===== config.mk =====
export PLATFORM = sky130hd
export DESIGN_NAME = led_pwm
export DESIGN_NICKNAME = d
export VERILOG_FILES = /design/src/rtl/led_pwm_pkg.sv /design/src/rtl/led_pwm_timebase.sv /design/src/rtl/led_pwm.sv
export SDC_FILE = /design/constraint.sdc
export NUM_CORES = 1
export LEC_CHECK = 0
export CORE_MARGIN = 1
export CORE_UTILIZATION = 46
export DETAILED_ROUTE_END_ITERATION = 6
export GPL_TIMING_DRIVEN = 0
export HOLD_SLACK_MARGIN = 0.02
export PLACE_DENSITY = 0.7
export SYNTH_ARGS = -nofsm -noshare
export SYNTH_HDL_FRONTEND = slang
export SYNTH_SLANG_ARGS = --single-unit

===== constraint.sdc =====
create_clock -name clock -period 3.8 [get_ports clock]
set_input_delay 0.57 -clock clock [delete_from_list [all_inputs] [get_ports clock]]
set_output_delay 0.57 -clock clock [all_outputs]
set_load 0.05 [all_outputs]

===== src/rtl/led_pwm_pkg.sv =====
// led_pwm_pkg
//   Shared definitions for the LED output stage: the layout of the SoC LED
//   word (mode bit, duty field width), the mode encoding, and a helper that
//   pulls one channel's duty field out of a 32-bit LED word.
package led_pwm_pkg;

  // Bit 31 of the SoC LED word selects how the rest of the word is read.
  localparam int LED_MODE_BIT = 31;

  // Width of one channel's duty field in PWM mode.
  localparam int LED_DUTY_W = 4;

  typedef enum logic {
    LED_MODE_LEGACY = 1'b0,  // leds[i] is the on/off state of channel i
    LED_MODE_PWM    = 1'b1   // leds[4i+3:4i] is the duty of channel i
  } led_mode_e;

  // Duty field of channel i: word[4i+3:4i].
  function automatic logic [LED_DUTY_W-1:0] duty_of(input logic [31:0] word,
                                                    input int unsigned i);
    logic [4:0] lsb;
    lsb = 5'(i * LED_DUTY_W);
    return word[lsb +: LED_DUTY_W];
  endfunction

endpackage


===== src/rtl/led_pwm_timebase.sv =====
// led_pwm_timebase
//   Prescaler plus PWM phase counter. The prescaler divides the system clock
//   down to one tick every PRESCALE cycles; the phase counter steps on each
//   tick through 0..2^DUTY_W-2, so a full PWM period is
//   (2^DUTY_W-1)*PRESCALE cycles.
//
// Ports
//   clock    : system clock, rising edge
//   reset    : synchronous active-high reset, clears both counters
//   tick     : high while the prescaler sits at its last count
//   phase    : current PWM phase, 0..2^DUTY_W-2
//   boundary : tick on the last phase; the cycle whose edge starts a period
module led_pwm_timebase #(
  parameter int PRESCALE = 750,
  parameter int DUTY_W   = 4
) (
  input  logic              clock,
  input  logic              reset,
  output logic              tick,
  output logic [DUTY_W-1:0] phase,
  output logic              boundary
);

  localparam int PS_W = (PRESCALE > 1) ? $clog2(PRESCALE) : 1;
  localparam logic [PS_W-1:0] PS_LAST = PS_W'(PRESCALE - 1);
  // The phase stops one short of all-ones so that a full-scale duty value
  // (all-ones) compares greater than every phase and reads as always-on.
  localparam logic [DUTY_W-1:0] PHASE_LAST = DUTY_W'((1 << DUTY_W) - 2);

  logic [PS_W-1:0]   prescale_reg;
  logic [DUTY_W-1:0] phase_reg;

  assign tick     = (prescale_reg == PS_LAST);
  assign boundary = tick && (phase_reg == PHASE_LAST);
  assign phase    = phase_reg;

  always_ff @(posedge clock) begin
    if (reset) begin
      prescale_reg <= '0;
      phase_reg    <= '0;
    end else begin
      if (tick) begin
        prescale_reg <= '0;
      end else begin
        prescale_reg <= prescale_reg + PS_W'(1);
      end

      if (boundary) begin
        phase_reg <= '0;
      end else if (tick) begin
        phase_reg <= phase_reg + DUTY_W'(1);
      end
    end
  end

endmodule


===== src/rtl/led_pwm.sv =====
// led_pwm
//   LED output stage between the SoC LED register and the board LED pins.
//   The SoC word is captured into a shadow register only at the PWM period
//   boundary, so a write never tears a period. Each channel is then driven
//   either on/off (legacy mode) or by comparing the running phase against a
//   4-bit duty (PWM mode). Per-pin polarity is applied last, so software
//   always writes "1 = lit".
//
// Ports
//   clock        : system clock, rising edge
//   reset        : synchronous active-high reset; pins go dark
//   leds         : SoC LED word; bit 31 = mode, bits 30:28 ignored
//   led_out      : registered pin drive, polarity applied
//   period_start : one-cycle pulse the cycle after the shadow reload
module led_pwm
  import led_pwm_pkg::*;
#(
  parameter int                   NUM_LEDS   = 7,
  parameter int                   DUTY_W     = 4,
  parameter int                   PRESCALE   = 750,
  parameter logic [NUM_LEDS-1:0]  ACTIVE_LOW = 7'b1100000
) (
  input  logic                clock,
  input  logic                reset,
  input  logic [31:0]         leds,
  output logic [NUM_LEDS-1:0] led_out,
  output logic                period_start
);

  logic              tick;
  logic [DUTY_W-1:0] phase;
  logic              boundary;

  logic [31:0]         shadow_reg;
  logic [NUM_LEDS-1:0] led_out_reg;
  logic                period_start_reg;

  led_mode_e           shadow_mode;
  logic [NUM_LEDS-1:0] on_vec;
  logic [NUM_LEDS-1:0] pin_next;

  // The tick itself is only needed inside the timebase, and not every
  // shadow bit feeds a channel (bits 30:28 never do); folding them here
  // documents that they are intentionally left unused.
  logic unused_ok;
  assign unused_ok = ^{tick, shadow_reg};

  led_pwm_timebase #(
    .PRESCALE (PRESCALE),
    .DUTY_W   (DUTY_W)
  ) u_timebase (
    .clock    (clock),
    .reset    (reset),
    .tick     (tick),
    .phase    (phase),
    .boundary (boundary)
  );

  assign shadow_mode = led_mode_e'(shadow_reg[LED_MODE_BIT]);

  // Per-channel compare. Duty 0 never beats any phase (always off) and the
  // all-ones duty beats every phase (always on).
  generate
    for (genvar gi = 0; gi < NUM_LEDS; gi++) begin : g_chan
      logic [DUTY_W-1:0] duty;
      assign duty = DUTY_W'(duty_of(shadow_reg, gi));
      assign on_vec[gi] = (shadow_mode == LED_MODE_PWM) ? (phase < duty)
                                                         : shadow_reg[gi];
    end
  endgenerate

  assign pin_next = on_vec ^ ACTIVE_LOW;

  // The output register samples the old shadow on the boundary edge, so new
  // contents reach the pins one edge later, together with phase 0.
  always_ff @(posedge clock) begin
    if (reset) begin
      shadow_reg       <= '0;
      led_out_reg      <= ACTIVE_LOW;
      period_start_reg <= 1'b0;
    end else begin
      led_out_reg      <= pin_next;
      period_start_reg <= boundary;
      if (boundary) begin
        shadow_reg <= leds;
      end
    end
  end

  assign led_out      = led_out_reg;
  assign period_start = period_start_reg;

endmodule


==> After elaboration in Yosys (flattened, before gate mapping) <==
Index checks and enable logic that the tools add are counted.
{ "totals": {"input_bits": 34, "wordCells": 27, "reg_bits": 54, "output_inout_bits": 8} }
{ "classes": {"n_eq_ne": 2, "n_bitwise": 1, "n_mux": 7, "reduce_logical": 3, "n_addsub": 2, "order_cmp": 7} }
{ "ops": {"columns": ["operator", "count"], "rows": [
  ["$lt 4x4->1", 7],
  ["$add 10x1->10 const B", 1],
  ["$eq 10x10->1 const B", 1],
  ["$mux 1", 7],
  ["$add 4x1->4 const B", 1],
  ["$eq 4x4->1 const B", 1],
  ["$reduce_or 2->1", 2],
  ["$not 2->2", 1],
  ["$logic_and 1x1->1", 1]
]} }

==> Longest topological paths before layout <==
Gate-level depths: netlist of run 1.
{ "logic_depth": {"ltp_word": 3, "ltp_mapped": 9, "mapped_depth_nobuf": 6} }

==> By module <==
Synthesis of run 1 repeated with hierarchy kept, for this count alone.
{ "unflattened": {"hier_cells": 256, "area_unflattened_um2": 2524.9} }
{ "by_module_without_submodules": {"columns": ["mod", "cells_per_inst", "area_per_inst_um2", "seq_area_each_um2", "instances"], "rows": [
  ["led_pwm", 177, 1830.5, 740.7, 1],
  ["led_pwm_timebase", 79, 694.4, 280.3, 1]
]} }

==> Worst setup path after synthesis of run 1 <==
Ideal clock, no wire load.
{ "synth_timing": {"kind": "register to register", "start": "reg u_timebase.phase_reg[0] (netlist: u_timebase.phase[0])", "end": "reg shadow_reg[21]", "t_arrival_ns": 1.572, "n_path_buf": 3, "period_less_slack_ns": 1.711, "setup_ns": 0.139, "stages_incl_launch_ff": 10, "required_time_ns": 3.661, "setup_slack_ns": 2.089, "path_cell_list": "dfxtp_1 -> clkbuf_1 -> inv_1 -> ha_1 -> and3_1 -> and4_1 -> buf_6 -> buf_12 -> nand2_1 -> a21oi_2"} }
{ "synth_via": {"elab_chain_len": 2} }
{ "synth_lines": {"columns": ["element", "line", "source"], "rows": [
  ["from (decl)", "led_pwm_timebase.sv:31", "logic [DUTY_W-1:0] phase_reg;"],
  ["from (signal assigned)", "led_pwm_timebase.sv:51", "phase_reg <= phase_reg + DUTY_W'(1);"],
  ["$eq 4x4->1", "led_pwm_timebase.sv:34", "assign boundary = tick && (phase_reg == PHASE_LAST);"],
  ["$logic_and 1x1->1", "led_pwm_timebase.sv:34", null],
  ["to (signal assigned)", "led_pwm.sv:85", "shadow_reg <= leds;"],
  ["to (decl)", "led_pwm.sv:34", "logic [31:0] shadow_reg;"]
]} }
No other way between the ends.
A chain may end at the register's enable or synchronous reset.

==> Final worst setup path of run 1 <==
{ "layout_timing": {"start": "reg u_timebase.phase_reg[0] (netlist: u_timebase.phase[0])", "end": "reg shadow_reg[3]"} }
The elaborated chain is that of the path after synthesis.

==> key figures, run 1 <==
Status
  – Status: finished, final reports clean

Finish
  – Sequential Area: 1021 sq um
  – Fillers: 505
  – Layout area overhead: 20.62%
  – Area of the multi-input gates: 1364 sq um
  – Post-route cell area: 3103 sq um
  – Ratio of cells with drive above 1 in the final layout: 0.06630
  – Final Util: 0.5925
  – Max reg flops: 29
  – Fin nets: 422
  – Diode count: 0

Timing
  – Final hold violation count: 0
  – Tmin final: 2.179 ns
  – Endpoints failing setup: 0
  – Worst slew margin: 0.5823
  – Slew Limit Fails: 0
  – Fmax: 458.9 MHz
  – Worst Tran Pin Value: 0.6266 ns
  – Final hold slack: 0.4573 ns
  – Fin crit share: 0.5735
  – RSZ-0062 raised after global routing: false
  – Setup TNS: 0 ns
  – Clock skew: 0.004611 ns
  – Final worst setup slack: 1.621 ns

Global route
  – Largest net degree at the start of global routing: 14
  – Overflow after GRT: 0
  – Antenna violations before repair: 0
  – Global-route wire length before repair: 9.425 mm
  – Number of global-route vias before repair: 2050
  – Overall Global Routing Usage: 0.2000

Min path
  – Hold Crit Class: reg2reg

Synth
  – Seq cells post-synth: 51
  – Cell count after synthesis: 319
  – Async SR Flop Fraction: 0
  – Commonest cells in the netlist: nand2_1 (70), dfxtp_1 (51), a21oi_1 (40)
  – Unique masters post-synth: 36
  – Sequential-to-total area share from yosys stat: 0.3969
  – Top post-synthesis cells by area: dfxtp_1 (40%), ha_1 (12%), nand2_1 (10%)
  – Synthesized area per cell: 8.064 sq um
  – Most frequent cell after synthesis: nand2_1
  – Post-synth top area share: 0.3969
  – Yosys warnings: 0
  – Post-Syn Area: 2572 sq um
  – Post-synth EDFFs: 0
  – Dominant cell type by area after synthesis: dfxtp_1
  – Syn Nets: 378
  – Synth Flop Type: dfxtp_1

Die
  – Core area: 5238 sq um
  – I/O pin count: 42
  – Die area: 5895 sq um
  – Die Wd: 76.78 um
  – Initial Utilization: 0.4912
  – Cell Rows: 26
  – DIE HEIGHT: 76.78 um

Clock tree
  – CTS root buf: clkbuf_8
  – CTS buffer count: 5
  – Post-CTS Resized: 0
  – # hold bufs at CTS: 0
  – Clock Sinks: 51
  – CTS Buffer Depth: 2
  – CTS tree: done
  – Setup Fix Bufs, Post-CTS: 0
  – Clock transition at the registers of the reported paths: 0.08 ns
  – Clk_lat worst skew: 0.30 ns
  – H-Tree Depth: 2

Drt
  – WL per Instance: 12.43 um
  – First-iteration detailed-routing DRC count: 117
  – Vias/cell: 5.044
  – DR DRC count: 0
  – Via count: 2179
  – Drt total wl: 5.368 mm
  – Antenna viol nets, final: 0
  – TritonRoute pass-1 iters: 4

Job
  – Max-capacitance violation count: 0

Setup path
  – Crit path max fanout: 10
  – Worst path required time: 4.03 ns
  – CP Capture Type: flip-flop
  – CP Class: reg2reg
  – Arrival time at the worst endpoint: 2.41 ns
  – Crit start category: flip-flop

Pwr
  – Flop pwr share: 0.615
  – P_int: 0.6932 mW
  – Maximum vdd ir drop: 0.0001494 V
  – Comb power frac: 0.058
  – Leak: 1.054 nW
  – Clock group share of total power: 0.327
  – Psw: 0.1896 mW
  – PwrDens: 284.5 nW/um^2
  – Sw frac: 0.2148

Placed design
  – Place WS: 1.661 ns
  – # port buffers: 37
  – Post-detail-place hpwl: 3.872 mm
  – Gp weighted congestion: 0.7959
  – DP Area: 3030 sq um
## worst max-delay path, stage by stage (launching register included)
cell	delay [ns]
dfxtp_1	0.37
clkbuf_1	0.38
inv_1	0.09
ha_1	0.22
and3_1	0.23
nand4_1	0.15
clkbuf_1	0.40
nand2_1	0.10
a21oi_1	0.16
## power by group through the flow
stage          Clock, mW  Sequential [mW]  Combinational, mW
3_3_place_gp           0            0.556             0.0512
3_5_place_dp           0            0.556             0.0515
4_1_cts            0.297            0.543             0.0517
6_report           0.289            0.543             0.0511
2_1_floorplan          0            0.554             0.0158
5_1_grt            0.318            0.544             0.0555
## cells in the final DEF, fill, tap and decap left out, types with 2 or more instances in the layout
cell type	synthesis	layout
nand2_1	70	70
dfxtp_1	51	51
a21oi_1	40	40
clkdlybuf4s50_1	0	37
inv_1	25	25
ha_1	25	25
nand2b_1	14	14
clkbuf_1	12	13
o21ai_0	12	12
a21oi_2	10	10
nor2_1	9	9
nand3_1	7	7
nor3_1	5	5
o22ai_1	5	5
clkbuf_8	0	5
and3_1	3	3
a31oi_1	3	3
or3_1	3	3
a311oi_1	2	2
buf_2	2	2
nand2_2	2	2
o211ai_1	2	2
a21o_1	2	2
## worst paths after layout
| kind | startpoint | end | slack (ns) | depth (start not counted) |
|---|---|---|---|---|
| max | u_timebase.phase[0]$_SDFFE_PP0P_ | shadow_reg[3]$_SDFFE_PP0P_ | 1.62 | 8 |
| min | shadow_reg[7]$_SDFFE_PP0P_ | shadow_reg[7]$_SDFFE_PP0P_ | 0.46 | 2 |
| max reg2reg | u_timebase.phase[0]$_SDFFE_PP0P_ | shadow_reg[3]$_SDFFE_PP0P_ | 1.62 | 8 |
| min reg2reg | shadow_reg[7]$_SDFFE_PP0P_ | shadow_reg[7]$_SDFFE_PP0P_ | 0.46 | 2 |
## per-stage QoR
stage,total power [mW],cells
final,0.8828,432
after global routing,0.9173,432
after CTS,0.8915,432
after detailed placement,0.6073,426
after global placement,0.6070,426
after floorplan,0.5703,319
## cell type report
cell class / count / share of cell area
Buffer: 17 / 0.03024
Inverter: 25 / 0.03024
Sequential cell: 51 / 0.3290
Multi-Input combinational cell: 226 / 0.4395
Clock buffer: 6 / 0.02339
Tap cell: 70 / 0.02823
Timing Repair Buffer: 37 / 0.1194
## routing by layer
layer  global-route usage  wire length, um  up-vias  share of wire
met5                    0                0        -              0
li1                     -                -     1163              -
met2               0.3259             2463       41           0.46
met4              0.05192               58        0          0.011
met1               0.2659             2610      968           0.49
met3              0.04286              235        7          0.044
## logic make-up after synthesis
group                    after synthesis  synth area share
AND/OR/NAND/NOR                      121            0.2228
buffers and inverters                 42           0.07296
adder cells (fa/ha/maj)               25            0.1216
flip-flops                            51            0.3969
AO/OA/AOI/OAI                         79            0.1824
XOR/XNOR                               1          0.003405
No activity file was read; power rests on OpenSTA's default activity.
==> run 2, diff against run 1 <==
--- a/config.mk
+++ b/config.mk
@@ -10,7 +10,7 @@
 export DETAILED_ROUTE_END_ITERATION = 6
 export GPL_TIMING_DRIVEN = 0
 export HOLD_SLACK_MARGIN = 0.02
-export PLACE_DENSITY = 0.7
+export PLACE_DENSITY = 0.73
 export SYNTH_ARGS = -nofsm -noshare
 export SYNTH_HDL_FRONTEND = slang
 export SYNTH_SLANG_ARGS = --single-unit
==> constraint.sdc (replaced) <==
create_clock -name clock -period 2 [get_ports clock]
set_input_delay 0.3 -clock clock [delete_from_list [all_inputs] [get_ports clock]]
set_output_delay 0.3 -clock clock [all_outputs]
set_load 0.05 [all_outputs]
==> key figures, run 2 (synthesis results as in run 1) <==
Clock tree
  – CTS Buffer Depth: 2 (unchanged)
  – Clock transition at the registers of the reported paths: 0.09 ns (about the same)
  – CTS tree: done
  – CTS buffer count: 5 (unchanged)
  – Clock Sinks: 51 (unchanged)
  – # hold bufs at CTS: 0 (unchanged)
  – CTS root buf: clkbuf_8
  – Clk_lat worst skew: 0.31 ns (about the same)
  – H-Tree Depth: 2 (unchanged)

Timing
  – Fin crit share: 0.9484 (+0.3749)
  – Tmin final: 1.897 ns (-0.2824 ns)
  – Worst slew margin: 0.5719 (-0.01040)
  – Worst Tran Pin Value: 0.6422 ns (+0.01560 ns)
  – Fmax: 527.2 MHz (+15%)
  – Slew Limit Fails: 0 (unchanged)
  – Endpoints failing setup: 0 (unchanged)
  – Final hold slack: 0.3652 ns (-0.09206 ns)
  – Clock skew: 0.01341 ns (+0.008803 ns)
  – RSZ-0062 raised after global routing: false
  – Final hold violation count: 0 (unchanged)

Pwr
  – Flop pwr share: 0.551 (-0.064)
  – Leak: 1.090 nW (+3.4%)
  – PwrDens: 593.2 nW/um^2 (+110%)
  – Maximum vdd ir drop: 0.0003627 V (+140%)
  – Clock group share of total power: 0.397 (+0.070)
  – Comb power frac: 0.051 (-0.007)
  – P_int: 1.488 mW (+110%)
  – Sw frac: 0.2054 (-0.009395)
  – Psw: 0.3846 mW (+100%)

Global route
  – Number of global-route vias before repair: 2178 (+6.2%)
  – Largest net degree at the start of global routing: 16 (+2)
  – Overflow after GRT: 0 (unchanged)
  – Antenna violations before repair: 0 (unchanged)
  – Overall Global Routing Usage: 0.2141 (+0.01405)
  – Global-route wire length before repair: 9.998 mm (+6.1%)

Die
  – DIE HEIGHT: 76.78 um (unchanged)
  – Die Wd: 76.78 um (unchanged)
  – Core area: 5238 sq um (unchanged)
  – Die area: 5895 sq um (unchanged)
  – Cell Rows: 26 (unchanged)
  – I/O pin count: 42 (unchanged)
  – Initial Utilization: 0.4912 (unchanged)

Finish
  – Max reg flops: 29 (unchanged)
  – Ratio of cells with drive above 1 in the final layout: 0.08791 (+0.02161)
  – Fin nets: 422 (unchanged)
  – Diode count: 0 (unchanged)
  – Layout area overhead: 22.71%
  – Most frequent cells in the layout: nand2_1 (70), dfxtp_1 (50), a21oi_1 (40)
  – Most common cell after layout, fill and taps aside: nand2_1
  – Post-route cell area: 3157 sq um (+1.7%)

Drt
  – TritonRoute pass-1 iters: 4 (unchanged)
  – Antenna viol nets, final: 0 (unchanged)
  – Drt total wl: 5.559 mm (+3.6%)
  – Vias/cell: 5.136 (+1.8%)
  – DR DRC count: 0 (unchanged)
  – First-iteration detailed-routing DRC count: 154 (+32%)
  – WL per Instance: 12.81 um (+3.1%)
  – Via count: 2229 (+2.3%)

Setup path
  – Crit path max fanout: 10 (unchanged)
  – CP Class: reg2reg
  – CP Capture Type: flip-flop
  – Crit start category: flip-flop
  – Worst path required time: 2.17 ns (-1.86 ns)
  – Arrival time at the worst endpoint: 2.07 ns (-0.34 ns)

Job
  – Max-capacitance violation count: 0 (unchanged)

Placed design
  – Post-detail-place hpwl: 4.041 mm (+4.3%)
  – DP Area: 3030 sq um (unchanged)
  – # port buffers: 37 (unchanged)
  – Gp weighted congestion: 0.7877 (-1.0%)

Status
  – Status: finished, final reports clean

Min path
  – Hold Crit Class: in2reg
[run 2: path summary, 6_finish.rpt]
check                                    from                                     to  slack [ns]  cells past startpoint
max          u_timebase.phase[0]$_SDFFE_PP0P_            shadow_reg[26]$_SDFFE_PP0P_        0.10                      9
min                                     reset  u_timebase.prescale_reg[9]$_SDFF_PP0_        0.37                      2
max reg2reg  u_timebase.phase[0]$_SDFFE_PP0P_            shadow_reg[26]$_SDFFE_PP0P_        0.10                      9
min reg2reg       shadow_reg[17]$_SDFFE_PP0P_            shadow_reg[17]$_SDFFE_PP0P_        0.46                      2
[run 2: critical path: stages (launching register included)]
cell and delay, ns:
dfxtp_1 0.37, clkbuf_4 0.22, inv_1 0.06, ha_1 0.20, and3_1 0.24, and4_1 0.25, buf_6 0.15, buf_12 0.14
nand2_1 0.07, a21oi_2 0.05
[run 2: metal layers]
metal,global-route usage,part of all wire,wire length [um]
met3,0.03333,0.035,193
met1,0.2735,0.46,2552
met5,0,0,0
met2,0.3589,0.49,2745
met4,0.08462,0.012,67
[run 2: final cells by class]
| class | count | area (sq um) |
|---|---|---|
| plain buffers | 17 | 101.3 |
| clock buffers | 6 | 82.58 |
| clock inverters | 2 | 35.03 |
| fillers | 513 | 2081 |
| inverters | 25 | 93.84 |
| multi-input cells | 226 | 1364 |
| flip-flops and latches | 51 | 1022 |
| well taps | 70 | 87.58 |
| repair buffers | 37 | 370.4 |
[run 2: power groups by stage]
stage | Combinational [mW] | Clock, mW | Sequential, mW
global route | 0.106 | 0.807 | 1.03
floorplan | 0.0300 | 0 | 1.05
CTS | 0.0975 | 0.758 | 1.03
detailed placement | 0.0971 | 0 | 1.06
global placement | 0.0966 | 0 | 1.06
finish | 0.0962 | 0.744 | 1.03
[run 2: what timing repair did]
item,4_1_cts,5_1_grt
setup endpoints to repair,30,16
resized for setup,5,2
setup buffers,0,0
hold endpoints to repair,0,0
cloned,0,0
[run 2: through the flow]
stage            util  cells  setup slack (ns)  TNS (ns)  power, mW
6_report       0.6027    434            0.1032         0      1.873
3_5_place_dp   0.5786    426           -0.2212    -5.415      1.153
4_1_cts        0.6022    434           0.04744         0      1.887
5_1_grt        0.6027    434           0.01269         0      1.949
2_1_floorplan       -    319            0.2885         0      1.083
3_3_place_gp   0.5786    426           -0.1509    -3.652      1.152
